### src/rtl/if_fetch_unit.sv
// Purpose : instruction-fetch stage; owns the PC, runs the imem read handshake, feeds IF/ID.
// Latency : zero-wait memory gives one instruction per cycle; a redirect target is requested
//           the cycle after BRANCH_TAKEN (or the cycle after an outstanding read drains).
// Backpr. : i_stall parks a returned word in a hold register and stops requesting until released.
//
// Ports
//   i_clk              clock, rising edge
//   i_rst_n            asynchronous reset, active-low
//   i_stall            hazard unit: hold the current instruction, do not advance
//   i_branch_taken     one-cycle redirect request from EX
//   i_branch_target    redirect address, bits [1:0] forced to zero
//   o_imem_read        instruction memory read request
//   o_imem_address     read address, held stable while the memory is busy
//   i_imem_readdata    instruction word, valid when read=1 and busywait=0
//   i_imem_busywait    memory busy
//   o_pc_out           PC of the delivered instruction
//   o_pc_plus_four_out o_pc_out + 4, wrapping modulo 2^32
//   o_instruction_out  fetched instruction, or NOP_INSTR when nothing valid
//   o_instr_valid_out  1 when o_instruction_out is a real fetched instruction

module if_fetch_unit #(
  parameter logic [31:0] RESET_VECTOR = 32'h0000_0000,
  parameter logic [31:0] NOP_INSTR    = 32'h0000_0013
) (
  input  logic        i_clk,
  input  logic        i_rst_n,
  input  logic        i_stall,
  input  logic        i_branch_taken,
  input  logic [31:0] i_branch_target,
  output logic        o_imem_read,
  output logic [31:0] o_imem_address,
  input  logic [31:0] i_imem_readdata,
  input  logic        i_imem_busywait,
  output logic [31:0] o_pc_out,
  output logic [31:0] o_pc_plus_four_out,
  output logic [31:0] o_instruction_out,
  output logic        o_instr_valid_out
);

  // The PC is always word aligned, including straight out of reset.
  localparam logic [31:0] RESET_PC = {RESET_VECTOR[31:2], 2'b00};

  // IDLE  : one cycle after reset release, no request issued.
  // FETCH : request outstanding at r_pc.
  // HOLD  : a word was returned under stall and is parked in r_hold_instr.
  // DRAIN : a redirect arrived while a read was in flight; the old address is
  //         held until the memory completes, then the redirect is applied.
  typedef enum logic [1:0] {
    S_IDLE  = 2'd0,
    S_FETCH = 2'd1,
    S_HOLD  = 2'd2,
    S_DRAIN = 2'd3
  } state_t;

  state_t      r_state;
  state_t      w_state_nxt;
  logic [31:0] r_pc;
  logic [31:0] w_pc_nxt;
  logic [31:0] r_hold_instr;
  logic [31:0] w_hold_instr_nxt;
  logic [31:0] r_redirect_pc;
  logic [31:0] w_redirect_pc_nxt;

  logic [31:0] w_target;
  logic [31:0] w_pc_plus4;

  assign w_target   = {i_branch_target[31:2], 2'b00};
  assign w_pc_plus4 = r_pc + 32'd4;

  // The address and PC outputs come straight from the PC register in every
  // state, so the memory sees a stable address for as long as it stays busy.
  assign o_imem_address     = r_pc;
  assign o_pc_out           = r_pc;
  assign o_pc_plus_four_out = w_pc_plus4;

  always_ff @(posedge i_clk or negedge i_rst_n) begin
    if (!i_rst_n) begin
      r_state       <= S_IDLE;
      r_pc          <= RESET_PC;
      r_hold_instr  <= NOP_INSTR;
      r_redirect_pc <= 32'h0000_0000;
    end else begin
      r_state       <= w_state_nxt;
      r_pc          <= w_pc_nxt;
      r_hold_instr  <= w_hold_instr_nxt;
      r_redirect_pc <= w_redirect_pc_nxt;
    end
  end

  // Next-state and output decode. Within a cycle a redirect outranks a stall,
  // which outranks the memory return.
  always_comb begin
    w_state_nxt       = r_state;
    w_pc_nxt          = r_pc;
    w_hold_instr_nxt  = r_hold_instr;
    w_redirect_pc_nxt = r_redirect_pc;
    o_imem_read       = 1'b0;
    o_instruction_out = NOP_INSTR;
    o_instr_valid_out = 1'b0;

    case (r_state)
      S_IDLE: begin
        w_state_nxt = S_FETCH;
      end

      S_FETCH: begin
        o_imem_read = 1'b1;
        if (i_branch_taken) begin
          if (i_imem_busywait) begin
            // Cannot abandon the in-flight read; remember where to go.
            w_redirect_pc_nxt = w_target;
            w_state_nxt       = S_DRAIN;
          end else begin
            // The returning word is on the wrong path; drop it.
            w_pc_nxt = w_target;
          end
        end else if (!i_imem_busywait) begin
          o_instruction_out = i_imem_readdata;
          o_instr_valid_out = 1'b1;
          if (i_stall) begin
            // Word is presented now and kept until the stall clears.
            w_hold_instr_nxt = i_imem_readdata;
            w_state_nxt      = S_HOLD;
          end else begin
            w_pc_nxt = w_pc_plus4;
          end
        end
      end

      S_HOLD: begin
        if (i_branch_taken) begin
          w_pc_nxt    = w_target;
          w_state_nxt = S_FETCH;
        end else begin
          o_instruction_out = r_hold_instr;
          o_instr_valid_out = 1'b1;
          if (!i_stall) begin
            // Held word is consumed by IF/ID on this edge.
            w_pc_nxt    = w_pc_plus4;
            w_state_nxt = S_FETCH;
          end
        end
      end

      S_DRAIN: begin
        o_imem_read = 1'b1;
        if (i_branch_taken) begin
          w_redirect_pc_nxt = w_target;
        end
        if (!i_imem_busywait) begin
          // Latest redirect wins, even one arriving on the completing cycle.
          w_pc_nxt    = i_branch_taken ? w_target : r_redirect_pc;
          w_state_nxt = S_FETCH;
        end
      end

      default: begin
        w_state_nxt = S_IDLE;
      end
    endcase
  end

  // Design invariants: aligned PC, and a busy memory never sees its address move.
  a_pc_aligned : assert property (@(posedge i_clk) disable iff (!i_rst_n)
    r_pc[1:0] == 2'b00);

  a_addr_stable : assert property (@(posedge i_clk) disable iff (!i_rst_n)
    (o_imem_read && i_imem_busywait) |=> (o_imem_address == $past(o_imem_address)));

endmodule

### config.mk
export PLATFORM = sky130hd
export DESIGN_NAME = if_fetch_unit
export DESIGN_NICKNAME = d
export VERILOG_FILES = /design/src/rtl/if_fetch_unit.sv
export SDC_FILE = /design/constraint.sdc
export NUM_CORES = 1
export LEC_CHECK = 0
export ABC_AREA = 1
export CAP_MARGIN = 10
export CORE_MARGIN = 2
export CORE_UTILIZATION = 42
export CTS_CLUSTER_SIZE = 40
export DETAILED_ROUTE_END_ITERATION = 16
export GPL_TIMING_DRIVEN = 0
export PLACE_DENSITY = 0.77
export SLEW_MARGIN = 0
export SYNTH_ARGS = -nofsm -noshare
export SYNTH_HDL_FRONTEND = slang
export SYNTH_SLANG_ARGS = --single-unit
### constraint.sdc
create_clock -name i_clk -period 1.6 [get_ports i_clk]
set_input_delay 0.24 -clock i_clk [delete_from_list [all_inputs] [get_ports i_clk]]
set_output_delay 0.24 -clock i_clk [all_outputs]
set_load 0.005 [all_outputs]
# Word level (Yosys, flattened, before mapping)

Index checks and enable logic that the tools add are counted.

Register bits after elaboration: 98
Input bits: 69

$add $sub $neg: 1
Equal/unequal tests: 11
Multiplexer cells: 28
Bitwise operators: 2
Reduce and logical (&&, ||, !) cells: 8

Operators with widths:

| operator                                                               | number |
|---|---|
| 32-bit two-way mux                                                     | 12 |
| 32-bit one-hot mux with 2 select lines                                 | 2 |
| 32-bit one-hot mux with 3 select lines                                 | 1 |
| 32-bit by 3-bit adder with 32-bit output (second input constant)       | 1 |
| 2-bit two-way mux                                                      | 7 |
| 3-bit inequality test (second input constant)                          | 4 |
| 2-bit inequality test (second input constant)                          | 4 |
| 2-bit one-hot mux with 4 select lines                                  | 1 |
| 3-bit AND reduction                                                    | 2 |
| 5-bit AND reduction                                                    | 1 |
| 2-bit equality test (second input constant)                            | 2 |
| 1-bit two-way mux                                                      | 4 |
| 4-bit AND reduction                                                    | 1 |
| 3-bit nonzero test                                                     | 1 |
| 2-bit by 1-bit equality test with 1-bit output (second input constant) | 1 |
| 2-bit zero test                                                        | 1 |
| 1-bit NOT                                                              | 2 |
| 1-bit one-hot mux with 2 select lines                                  | 1 |
| 2-bit nonzero test                                                     | 1 |
| 2-bit OR reduction                                                     | 1 |

# Longest topological paths before layout

Gate-level depths: netlist of the first run.

Word-level depth: 5
Depth in mapped cells: 12
Gate-level depth less buffers: 10

# Worst setup path after synthesis of the first run

OpenSTA, ideal clock, no wires.

Path type: register -> register
Start: register r_state[1]
End: register r_pc[5] (netlist: o_imem_address[5])
Arrival: 1.550 ns
Data required time: 1.474 ns
Slack: -0.076 ns
Stages on the path, launching flop included: 13
Buffers on the path: 2
Clock period less this slack: 1.676 ns
Path through: dfrtp_1 inv_1 ha_1 inv_2 nand2_1 nand2_1 nand2_2 a21oi_4 inv_2 buf_6 buf_6 nor2_1 a22oi_2

Longest elaborated chain between the ends: 3

Ends and longest elaborated chain:

| element                                                                               | line | text |
|---|---|---|
| from (decl)                                                                           | 55   | `state_t r_state;` |
| from (signal assigned)                                                                | 83   | `r_state <= w_state_nxt;` |
| 2-bit by 1-bit equality test with 1-bit output or 2-bit equality test (tied branches) | 101  | `case (r_state)` |
| 2-bit inequality test (no source line) or 3-bit nonzero test (tied branches)          | n/a  |  |
| 3-bit AND reduction (no source line)                                                  | n/a  |  |
| to (signal assigned)                                                                  | 84   | `r_pc <= w_pc_nxt;` |
| to (decl)                                                                             | 57   | `logic [31:0] r_pc;` |

Several ways; a longest one is shown, not always the timed one.
A chain may end at the register's enable or synchronous reset.

# Final worst setup path of the first run

Start: register r_pc[16] (netlist: o_imem_address[16])
End: output port o_pc_plus_four_out[28]

Longest elaborated chain between the ends: 1

Ends and longest elaborated chain:

| element                                  | line | text |
|---|---|---|
| 32-bit by 3-bit adder with 32-bit output | 68   | `assign w_pc_plus4 = r_pc + 32'd4;` |
| to (decl)                                | 35   | `output logic [31:0] o_pc_plus_four_out,` |

Every way passes these cells.

==> flow_metrics.env, run 1 <==
export IMPL_outcome="complete, but fails checks"
export IMPL_violations="setup timing"
export IMPL_hold_viol=0
export IMPL_top_layer="met4"
export IMPL_hp_class="in -> reg"
export IMPL_die_x_um=122.8
export IMPL_drc=0
export IMPL_finalClockSkew_ns=0.01755
export IMPL_gr_usage_all_layers_pct=31.96
export IMPL_syn_nets=859
export IMPL_area_growth_pct=97.53
export IMPL_hp_start="i_branch_taken"
export IMPL_min_to="o_imem_address[18]"
export IMPL_ant_nets=0
export IMPL_drt_initial_drc_count=1170
export IMPL_period_needed_ns=2.406
export IMPL_required_ns=1.36
export IMPL_path_max_fanout=4
export IMPL_avgSynthCellArea_um2=7.550
export IMPL_firstDrtPassIters=7
export IMPL_clk_path_buf_depth=2
export IMPL_hold_ws_ns=0.4206
export IMPL_grt_max_degree=51
export IMPL_ios=199
export IMPL_fin_crit_sh_pct=150.4
export IMPL_start_util_pct=42.86
export IMPL_rows=43
export IMPL_utilization_pct=84.67
export IMPL_criticalPathCategory="reg -> out"
export IMPL_die_h_um=122.8
export IMPL_vias_per_cell=6.035
export IMPL_clkTransAtPathRegs_ns=0.08
export IMPL_yosys_register_bits=98
export IMPL_netlist_area_mm2=0.005927
export IMPL_netlist_instances=785
export IMPL_core_area_mm2=0.01383
export IMPL_max_freq_mhz=415.6
export IMPL_ys_seq_area_share_pct=41.44
export IMPL_endpoint_kind="output port"
export IMPL_r2r_slack_ns=-0.59
export IMPL_m1WireLength_mm=10.47
export IMPL_rsz0062_at_grt="true"
export IMPL_crit_arrival_ns=2.17
export IMPL_regToRegEndpoint="o_imem_address[24]"
export IMPL_r2r_start="r_state[0]"
export IMPL_dr_total_vias=8268
export IMPL_powerDensity_mw_per_mm2=2092
export IMPL_clkSinkCount=98
export IMPL_nNetsFinal=1258
export IMPL_grt_pass1_wl_mm=37.04
export IMPL_overflow=0
export IMPL_h_tree_depth=3
export IMPL_dr_wl_met3_mm=4.495
export IMPL_worstSetupStartpointType="flip-flop"
export IMPL_slew_violations=0
export IMPL_setup_slack_ns=-0.8060
export IMPL_drive_gt1_share_pct=59.21
export IMPL_yosysWarnings=0
export IMPL_met2WireLength_mm=15.92
export IMPL_die_area_mm2=0.01508
export IMPL_hpwlAfterDp_mm=13.52
export IMPL_dp_slack_ns=-0.7739
export IMPL_whs_path_depth=5
export IMPL_numCtsBuffers=9
export IMPL_antenna_found_initial=0
export IMPL_setup_viol=168
export IMPL_grt_pass1_vias=7164
export IMPL_fillers=631
export IMPL_place_gp_congestion=0.9242
export IMPL_cts_root_buffer="clkbuf_16"
export IMPL_ys_types=33
export IMPL_cts_tree="yes"
export IMPL_p_leak_uw=0.005700
export IMPL_reg2reg_depth=13
export IMPL_routed_wl_mm=33.91
export IMPL_io_buffers=195
export IMPL_max_slew_margin_pct=51.63
export IMPL_maxCapViolCount=0
export IMPL_insertion_delay_ns=0.37
export IMPL_ir_drop_mv=1.202
export IMPL_worstMarginPinSlew_ns=0.7179
export IMPL_wl_per_cell_um=24.75
==> worst max-delay path: stages (launching register included) <==
cell and delay [ns]:
dfrtp_2 0.42, nand2_1 0.26, nor2_1 0.34, nand2_1 0.19, nor2_2 0.18, nand2_1 0.10
nand2_1 0.11, nand2_2 0.08, clkbuf_2 0.12
==> worst max-delay path by stage <==
stage / startpoint / to / slack [ns] / depth (start not counted)
after detailed placement: i_imem_busywait / o_instruction_out[12] / -0.77 / 6
final: o_imem_address[16] / o_pc_plus_four_out[28] / -0.81 / 8
after global routing: o_imem_address[24] / o_pc_plus_four_out[27] / -0.75 / 8
after global placement: i_rst_n / r_hold_instr[13] / -3.63 / 1
after CTS: r_state[0] / o_instruction_out[12] / -0.56 / 10
after floorplan: r_state[1] / o_imem_address[5] / -0.03 / 12
==> power breakdown <==
part | switching, uW | internal [uW] | total (uW) | leakage (uW)
combinational | 8520 | 8460 | 17000 | 0.00442
sequential | 1400 | 3800 | 5210 | 0.00115
clock | 1090 | 1220 | 2310 | 0.000139
total | 11000 | 13500 | 24500 | 0.00570
==> stage by stage <==
stage                     power [uW]  cells  setup TNS [ns]  instance area, um2
after floorplan                 9175    785        -0.07907                5936
after global placement         13330   1160         -404.82                8113
after detailed placement       13550   1161          -54.02                8138
after CTS                      18960   1320          -53.80               10250
after global routing           25160   1369          -72.54               11710
final                          24490   1370          -71.12               11710
==> final cells by class <==
cell class	count	area [um2]	area share (%)
Multi-Input combinational cell	567	4121	35.20
Clock buffer	10	229.0	1.956
Buffer	63	629.4	5.376
Inverter	53	225.2	1.924
Tap cell	180	225.2	1.924
Timing Repair Buffer	392	3716	31.74
Clock inverter	6	67.56	0.5771
Sequential cell	98	2491	21.28
Antenna cell	1	2.502	0.02137
==> cell usage after synthesis <==
master    instances  area, um2
inv_1            48      180.2
a21oi_1          58      290.3
nor2_2            2      12.51
nand3b_1          8      60.06
nand2_4           2      22.52
o221ai_1          1      8.760
ha_1              5      62.56
a22oi_2           1      12.51
mux2_2           31      349.1
mux2_1            1      11.26
xnor2_1           5      43.79
o21ai_0          54      270.3
buf_1             1      3.750
xor2_1            7      61.31
nand4_1           1      6.260
and2_1            3      18.77
nor2_1           87      326.6
o211ai_1          1      7.510
nand2_1         267       1002
buf_6             2      22.52
buf_2            14      70.07
nor2_4           10      112.6
nand2_2           5      31.28
nand3_1          11      55.05
clkbuf_1         14      52.55
a41oi_1           2      17.52
a21oi_4           1      16.27
dfrtp_1          95       2377
buf_4            36      270.3
inv_2             5      18.77
dfstp_2           3      78.83
o21ai_1           1      5.000
xor2_2            3      48.80
==> registers in the layout, summed over array words and instances, names as in the netlist <==
register	flops
r_hold_instr	32
r_state	2
o_imem_address	32
r_redirect_pc	32
==> layout by cell type (no fill, tap or decap), drive strengths merged, types with 2 or more instances in the layout <==
cell type      count
mux2              32
and2               3
nor2              99
inv               52
dfstp              3
nand3b             8
xnor2              5
clkdlybuf4s50     73
buf              331
o21ai             55
clkinv             3
ha                 5
dlygate4sd2       11
dlymetal6s2s      30
clkbuf            19
clkinvlp           3
a21oi             59
nand3             11
dfrtp             95
a41oi              2
nand2            274
xor2              10
==> repair_timing <==
action	CTS	global route
hold buffers	1	0
endpoints found under the hold margin	45	0
pin swaps	77	84
gates cloned	15	3
gates resized for setup	585	348
setup endpoints to repair	209	195
setup buffers	128	73
==> cell families (layout without fill, tap and decap cells) <==
logic type / count (synthesis) / after routing / share of synthesized area [%]
adder cells (fa/ha/maj): 5 / 5 / 1.056
flip-flops: 98 / 98 / 41.44
AO/OA/AOI/OAI: 119 / 119 / 10.60
multiplexers: 32 / 32 / 6.080
other: 0 / 1 / 0
XOR/XNOR: 15 / 15 / 2.597
buffers and inverters: 120 / 524 / 10.43
AND/OR/NAND/NOR: 396 / 396 / 27.80
==> routing by layer <==
layer / track usage, % / vias up
li1: - / 3239
met1: 35.97 / 3853
met2: 54.97 / 856
met3: 7.574 / 320
met4: 18.68 / 0
met5: 0 / -
Note: power is estimated with default switching activity, not from simulation.
==> run 2: changes to the inputs <==
--- a/config.mk
+++ b/config.mk
@@ -8,11 +8,11 @@
 export ABC_AREA = 1
 export CAP_MARGIN = 10
 export CORE_MARGIN = 2
-export CORE_UTILIZATION = 42
+export CORE_UTILIZATION = 31
 export CTS_CLUSTER_SIZE = 40
 export DETAILED_ROUTE_END_ITERATION = 16
+export GPL_ROUTABILITY_DRIVEN = 0
 export GPL_TIMING_DRIVEN = 0
-export PLACE_DENSITY = 0.77
 export SLEW_MARGIN = 0
 export SYNTH_ARGS = -nofsm -noshare
 export SYNTH_HDL_FRONTEND = slang
==> flow_metrics.env, run 2 (synthesized netlist as in run 1, its figures left out) <==
export IMPL_clkTransAtPathRegs_ns=0.07
export IMPL_hpwlAfterDp_mm=14.28
export IMPL_nNetsFinal=1226
export IMPL_core_area_mm2=0.01871
export IMPL_routed_wl_mm=23.38
export IMPL_n_antenna_cell=0
export IMPL_powerDensity_mw_per_mm2=1905
export IMPL_p_leak_uw=0.005712
export IMPL_slew_violations=0
export IMPL_period_needed_ns=2.193
export IMPL_met2WireLength_mm=11.65
export IMPL_vias_per_cell=4.873
export IMPL_fin_crit_sh_pct=137.1
export IMPL_grt_max_degree=54
export IMPL_drt_initial_drc_count=328
export IMPL_fillers=1506
export IMPL_ios=199
export IMPL_cts_root_buffer="clkbuf_16"
export IMPL_finalClockSkew_ns=0.006468
export IMPL_hp_class="in -> reg"
export IMPL_hold_viol=0
export IMPL_maxCapViolCount=0
export IMPL_dr_total_vias=6779
export IMPL_insertion_delay_ns=0.36
export IMPL_layout_commonest_cell="nand2_1"
export IMPL_required_ns=1.36
export IMPL_io_buffers=195
export IMPL_top_layer="met4"
export IMPL_worstMarginPinSlew_ns=0.7671
export IMPL_dp_slack_ns=-0.8561
export IMPL_timing_critical_path_slowest_cell_delay_ns=0.46
export IMPL_violations="setup timing"
export IMPL_endpoint_kind="output port"
export IMPL_ant_nets=0
export IMPL_overflow=0
export IMPL_finalPower_uw=22060
export IMPL_gr_usage_all_layers_pct=21.61
export IMPL_die_x_um=142.3
export IMPL_outcome="complete, but fails checks"
export IMPL_mostFrequentLayoutCells="170 x nand2_1, 131 x buf_4, 74 x buf_6, 74 x clkdlybuf4s50_1, 66 x dfrtp_1"
export IMPL_setup_slack_ns=-0.5933
export IMPL_antenna_found_initial=1
export IMPL_m1WireLength_mm=9.111
export IMPL_drc=0
export IMPL_crit_chain="nand2_1 -> nor2_1 -> nand2_1 -> nor2_4 -> buf_6 -> buf_6 -> xor2_4 -> buf_2"
export IMPL_setup_viol=160
export IMPL_area_growth_pct=95.36
export IMPL_start_util_pct=31.69
export IMPL_utilization_pct=61.90
export IMPL_cts_tree="yes"
export IMPL_crit_arrival_ns=1.95
export IMPL_crit_family="simple AND/OR/NAND/NOR gates"
export IMPL_die_h_um=142.3
export IMPL_grt_pass1_vias=6543
export IMPL_criticalPathCategory="reg -> out"
export IMPL_max_slew_margin_pct=48.86
export IMPL_path_buf_inv=3
export IMPL_wl_per_cell_um=16.81
export IMPL_path_max_fanout=6
export IMPL_rsz0062_at_grt="true"
export IMPL_clk_path_buf_depth=2
export IMPL_grt_pass1_wl_mm=34.20
export IMPL_worstSetupStartpointType="flip-flop"
export IMPL_clkSinkCount=98
export IMPL_ir_drop_mv=0.9151
export IMPL_numCtsBuffers=9
export IMPL_max_freq_mhz=455.9
export IMPL_firstDrtPassIters=5
export IMPL_rows=50
export IMPL_crit_slowest_cell="dfrtp_2"
export IMPL_drive_gt1_share_pct=56.53
export IMPL_die_area_mm2=0.02024
export IMPL_hold_ws_ns=0.4015
export IMPL_h_tree_depth=3
export IMPL_dr_wl_met3_mm=1.902
==> run 2: cell types whose count changed in the layout (fill, tap and decap cells not counted), sizes merged <==
cell           change
buf               -38
dlymetal6s2s       +5
dlygate4sd2        -3
clkbuf             +2
clkdlybuf4s15      +2
bufinv             -1
clkdlybuf4s50      +1
diode              -1
==> run 2: cell type report <==
cell class,count,area (um2),area share (%)
plain buffers,63,634.4,5.479
clock buffers,11,242.7,2.096
inverters,53,215.2,1.859
multi-input cells,567,4177,36.07
flip-flops and latches,98,2492,21.53
well taps,234,292.8,2.529
repair buffers,360,3495,30.18
clock inverters,5,30.03,0.2593
==> run 2: what timing repair did <==
action,4_1_cts,5_1_grt
hold endpoints to repair,50,0
hold buffers,1,0
pin swaps,54,77
setup buffers,106,61
endpoints found under the setup margin,218,194
cloned,14,2
gates resized for setup,577,329
==> run 2: tightest hold or removal path, delay by kind of cell <==
kind	cells	cell delay, ns
and+or+nand+nor	3	0.27
buffers and inverters	1	0.17
AOI/OAI and AO/OA	1	0.05
==> run 2: stage by stage <==
stage | std cells | area [um2] | setup TNS [ns]
floorplan | 785 | 5936 | -0.07907
global placement | 1214 | 8180 | -430.03
detailed placement | 1215 | 8205 | -61.42
CTS | 1349 | 10240 | -44.20
global route | 1391 | 11580 | -63.35
finish | 1391 | 11580 | -54.19
==> run 2: per-layer routing <==
metal	GRT usage, %	vias up
li1	-	3180
met4	8.368	0
met5	0	-
met2	37.66	309
met1	25.41	3232
met3	5.720	58
==> run 2: path summary, 6_finish.rpt <==
kind                            slack (ns)  cells after the start                endpoint                from
worst min-delay path                  0.40                      5      o_imem_address[31]      i_branch_taken
worst max register to register       -0.40                     13       o_imem_address[5]          r_state[0]
worst min register to register        0.49                      2       r_redirect_pc[28]   r_redirect_pc[28]
max in group asynchronous             0.32                      3         r_hold_instr[0]             i_rst_n
min in group asynchronous             0.51                      2       o_imem_address[8]             i_rst_n
worst max-delay path                 -0.59                      8  o_pc_plus_four_out[17]  o_imem_address[14]
==> run 2: where the power goes <==
group	leakage [uW]	switching (uW)	internal [uW]
registers	0.00114	1110	3800
clock network	0.000131	1020	1090
logic	0.00444	6770	8270
total	0.00571	8900	13200
==> run 3: changes to the inputs <==
--- a/config.mk
+++ b/config.mk
@@ -12,7 +12,6 @@
 export CTS_CLUSTER_SIZE = 40
 export DETAILED_ROUTE_END_ITERATION = 16
 export GPL_ROUTABILITY_DRIVEN = 0
-export GPL_TIMING_DRIVEN = 0
 export SLEW_MARGIN = 0
 export SYNTH_ARGS = -nofsm -noshare
 export SYNTH_HDL_FRONTEND = slang
==> flow_metrics.env, run 3 (synthesized netlist as in run 1, its figures left out) <==
export IMPL_die_area_mm2=0.02024
export IMPL_criticalPathCategory="reg -> out"
export IMPL_grt_max_degree=47
export IMPL_insertion_delay_ns=0.36
export IMPL_numCtsBuffers=9
export IMPL_die_h_um=142.3
export IMPL_grt_pass1_wl_mm=32.11
export IMPL_n_antenna_cell=0
export IMPL_crit_arrival_ns=1.96
export IMPL_endpoint_kind="output port"
export IMPL_overflow=0
export IMPL_regToRegEndpoint="o_imem_address[16]"
export IMPL_firstDrtPassIters=5
export IMPL_placed_area_mm2=0.008831
export IMPL_violations="setup timing"
export IMPL_drt_initial_drc_count=415
export IMPL_max_freq_mhz=454.9
export IMPL_dp_cells=1275
export IMPL_worstSetupStartpointType="flip-flop"
export IMPL_period_needed_ns=2.198
export IMPL_gr_usage_all_layers_pct=20.07
export IMPL_required_ns=1.36
export IMPL_clkTransAtPathRegs_ns=0.08
export IMPL_seq_area_mm2=0.002462
export IMPL_outcome="complete, but fails checks"
export IMPL_hp_class="in -> async"
export IMPL_maxCapViolCount=0
export IMPL_die_x_um=142.3
export IMPL_area_growth_pct=107.0
export IMPL_drive_gt1_share_pct=55.99
export IMPL_wl_per_cell_um=19.01
export IMPL_vias_per_cell=5.101
export IMPL_final_cells=1427
export IMPL_hpwlAfterDp_mm=13.89
export IMPL_cts_tree="yes"
export IMPL_worstMarginPinSlew_ns=0.4991
export IMPL_clkSinkCount=98
export IMPL_hold_viol=0
export IMPL_clk_path_buf_depth=2
export IMPL_h_tree_depth=3
export IMPL_finalPower_uw=24150
export IMPL_r2r_start="o_imem_address[15]"
export IMPL_grt_pass1_vias=6451
export IMPL_antenna_found_initial=0
export IMPL_io_buffers=196
export IMPL_finalClockSkew_ns=0.01436
export IMPL_path_max_fanout=4
export IMPL_rsz0062_at_grt="true"
export IMPL_max_slew_margin_pct=66.38
export IMPL_layout_commonest_cell="nand2_1"
export IMPL_core_area_mm2=0.01871
export IMPL_mostFrequentLayoutCells="166 x nand2_1, 153 x buf_4, 90 x dfrtp_1, 78 x buf_6, 74 x clkdlybuf4s50_1"
export IMPL_setup_viol=160
export IMPL_r2r_slack_ns=-0.56
export IMPL_cts_root_buffer="clkbuf_16"
export IMPL_p_leak_uw=0.006256
export IMPL_reg2reg_depth=13
export IMPL_setup_slack_ns=-0.5981
export IMPL_fin_crit_sh_pct=137.4
export IMPL_ir_drop_mv=1.069
export IMPL_nNetsFinal=1262
export IMPL_ios=199
export IMPL_slew_violations=0
export IMPL_ant_nets=0
export IMPL_routed_wl_mm=27.13
export IMPL_drc=0
export IMPL_powerDensity_mw_per_mm2=1969
export IMPL_multiInputGateArea_mm2=0.004408
export IMPL_dr_total_vias=7279
export IMPL_rows=50
export IMPL_fin_area_mm2=0.01227
export IMPL_fillers=1382
export IMPL_start_util_pct=31.69
[run 3: cell count changes in the layout (fill, tap and decap cells not counted), moves of 7 or more]
cell            previous run  this run
dfrtp_1                   66        90
nand2_2                   64        46
clkbuf_16                 12        21
dfrtp_2                   29         5
nor2_2                    12        24
nor2_1                    42        31
nand2_4                   39        62
dlygate4sd2_1              8         1
buf_4                    131       153
dlymetal6s2s_1            35        56
buf_8                     18         5
[run 3: how the worst max path moves through the flow]
stage	from	end	slack, ns	depth (start not counted)
6_report	o_imem_address[10]	o_pc_plus_four_out[18]	-0.60	7
3_5_place_dp	i_branch_taken	o_instruction_out[24]	-0.59	8
2_1_floorplan	r_state[1]	o_imem_address[5]	-0.03	12
4_1_cts	o_imem_address[2]	o_pc_plus_four_out[18]	-0.51	8
3_3_place_gp	i_branch_taken	o_instruction_out[8]	-0.53	8
5_1_grt	o_imem_address[11]	o_pc_plus_four_out[18]	-0.71	7
[run 3: timing repair]
item                       in CTS  in global routing
gates resized for setup       386                479
setup buffers                  73                 56
hold endpoints to repair       23                  0
hold buffers                    1                  0
setup endpoints to repair     212                219
gates cloned                    3                 23
pin swaps                      56                 87
[run 3: layer usage]
layer / share of wire, % / global-route usage, %
met1: 38 / 25.89
met2: 50 / 33.44
met3: 7.5 / 4.610
met4: 4.5 / 6.316
met5: 0 / 0
[run 3: layout make-up]
type                            instances  share of cell area [%]
Timing Repair Buffer                  455                   36.75
Inverter                               53                   1.948
Timing Repair inverter                  3                  0.4998
Sequential cell                        98                   20.07
Tap cell                              234                   2.387
Clock buffer                           10                   1.867
Multi-Input combinational cell        568                   35.93
Clock inverter                          6                  0.5406
[run 3: critical path, cell delays in order (launching register included)]
cell     delay, ns
dfrtp_1       0.42
nand2_1       0.13
nor2_1        0.25
nand2_1       0.14
nor2_4        0.19
buf_6         0.14
xor2_4        0.18
buf_2         0.15
[run 3: power breakdown]
group,switching [uW],internal [uW]
registers,1110,3740
logic,7960,9050
clock network,1060,1220
total,10100,14000
[run 3: through the flow]
| step | setup TNS, ns | hold slack (ns) | setup WS (ns) | utilization (%) |
|---|---|---|---|---|
| after detailed placement | -64.77 | 0.2199 | -0.5857 | 47.21 |
| after global routing | -69.58 | 0.4278 | -0.7094 | 65.58 |
| after floorplan | -0.07907 | -0.05559 | -0.03194 | - |
| after global placement | -63.49 | 0.2240 | -0.5323 | 47.21 |
| after CTS | -48.18 | 0.3961 | -0.5063 | 52.74 |
| final | -59.12 | 0.3789 | -0.5981 | 65.58 |
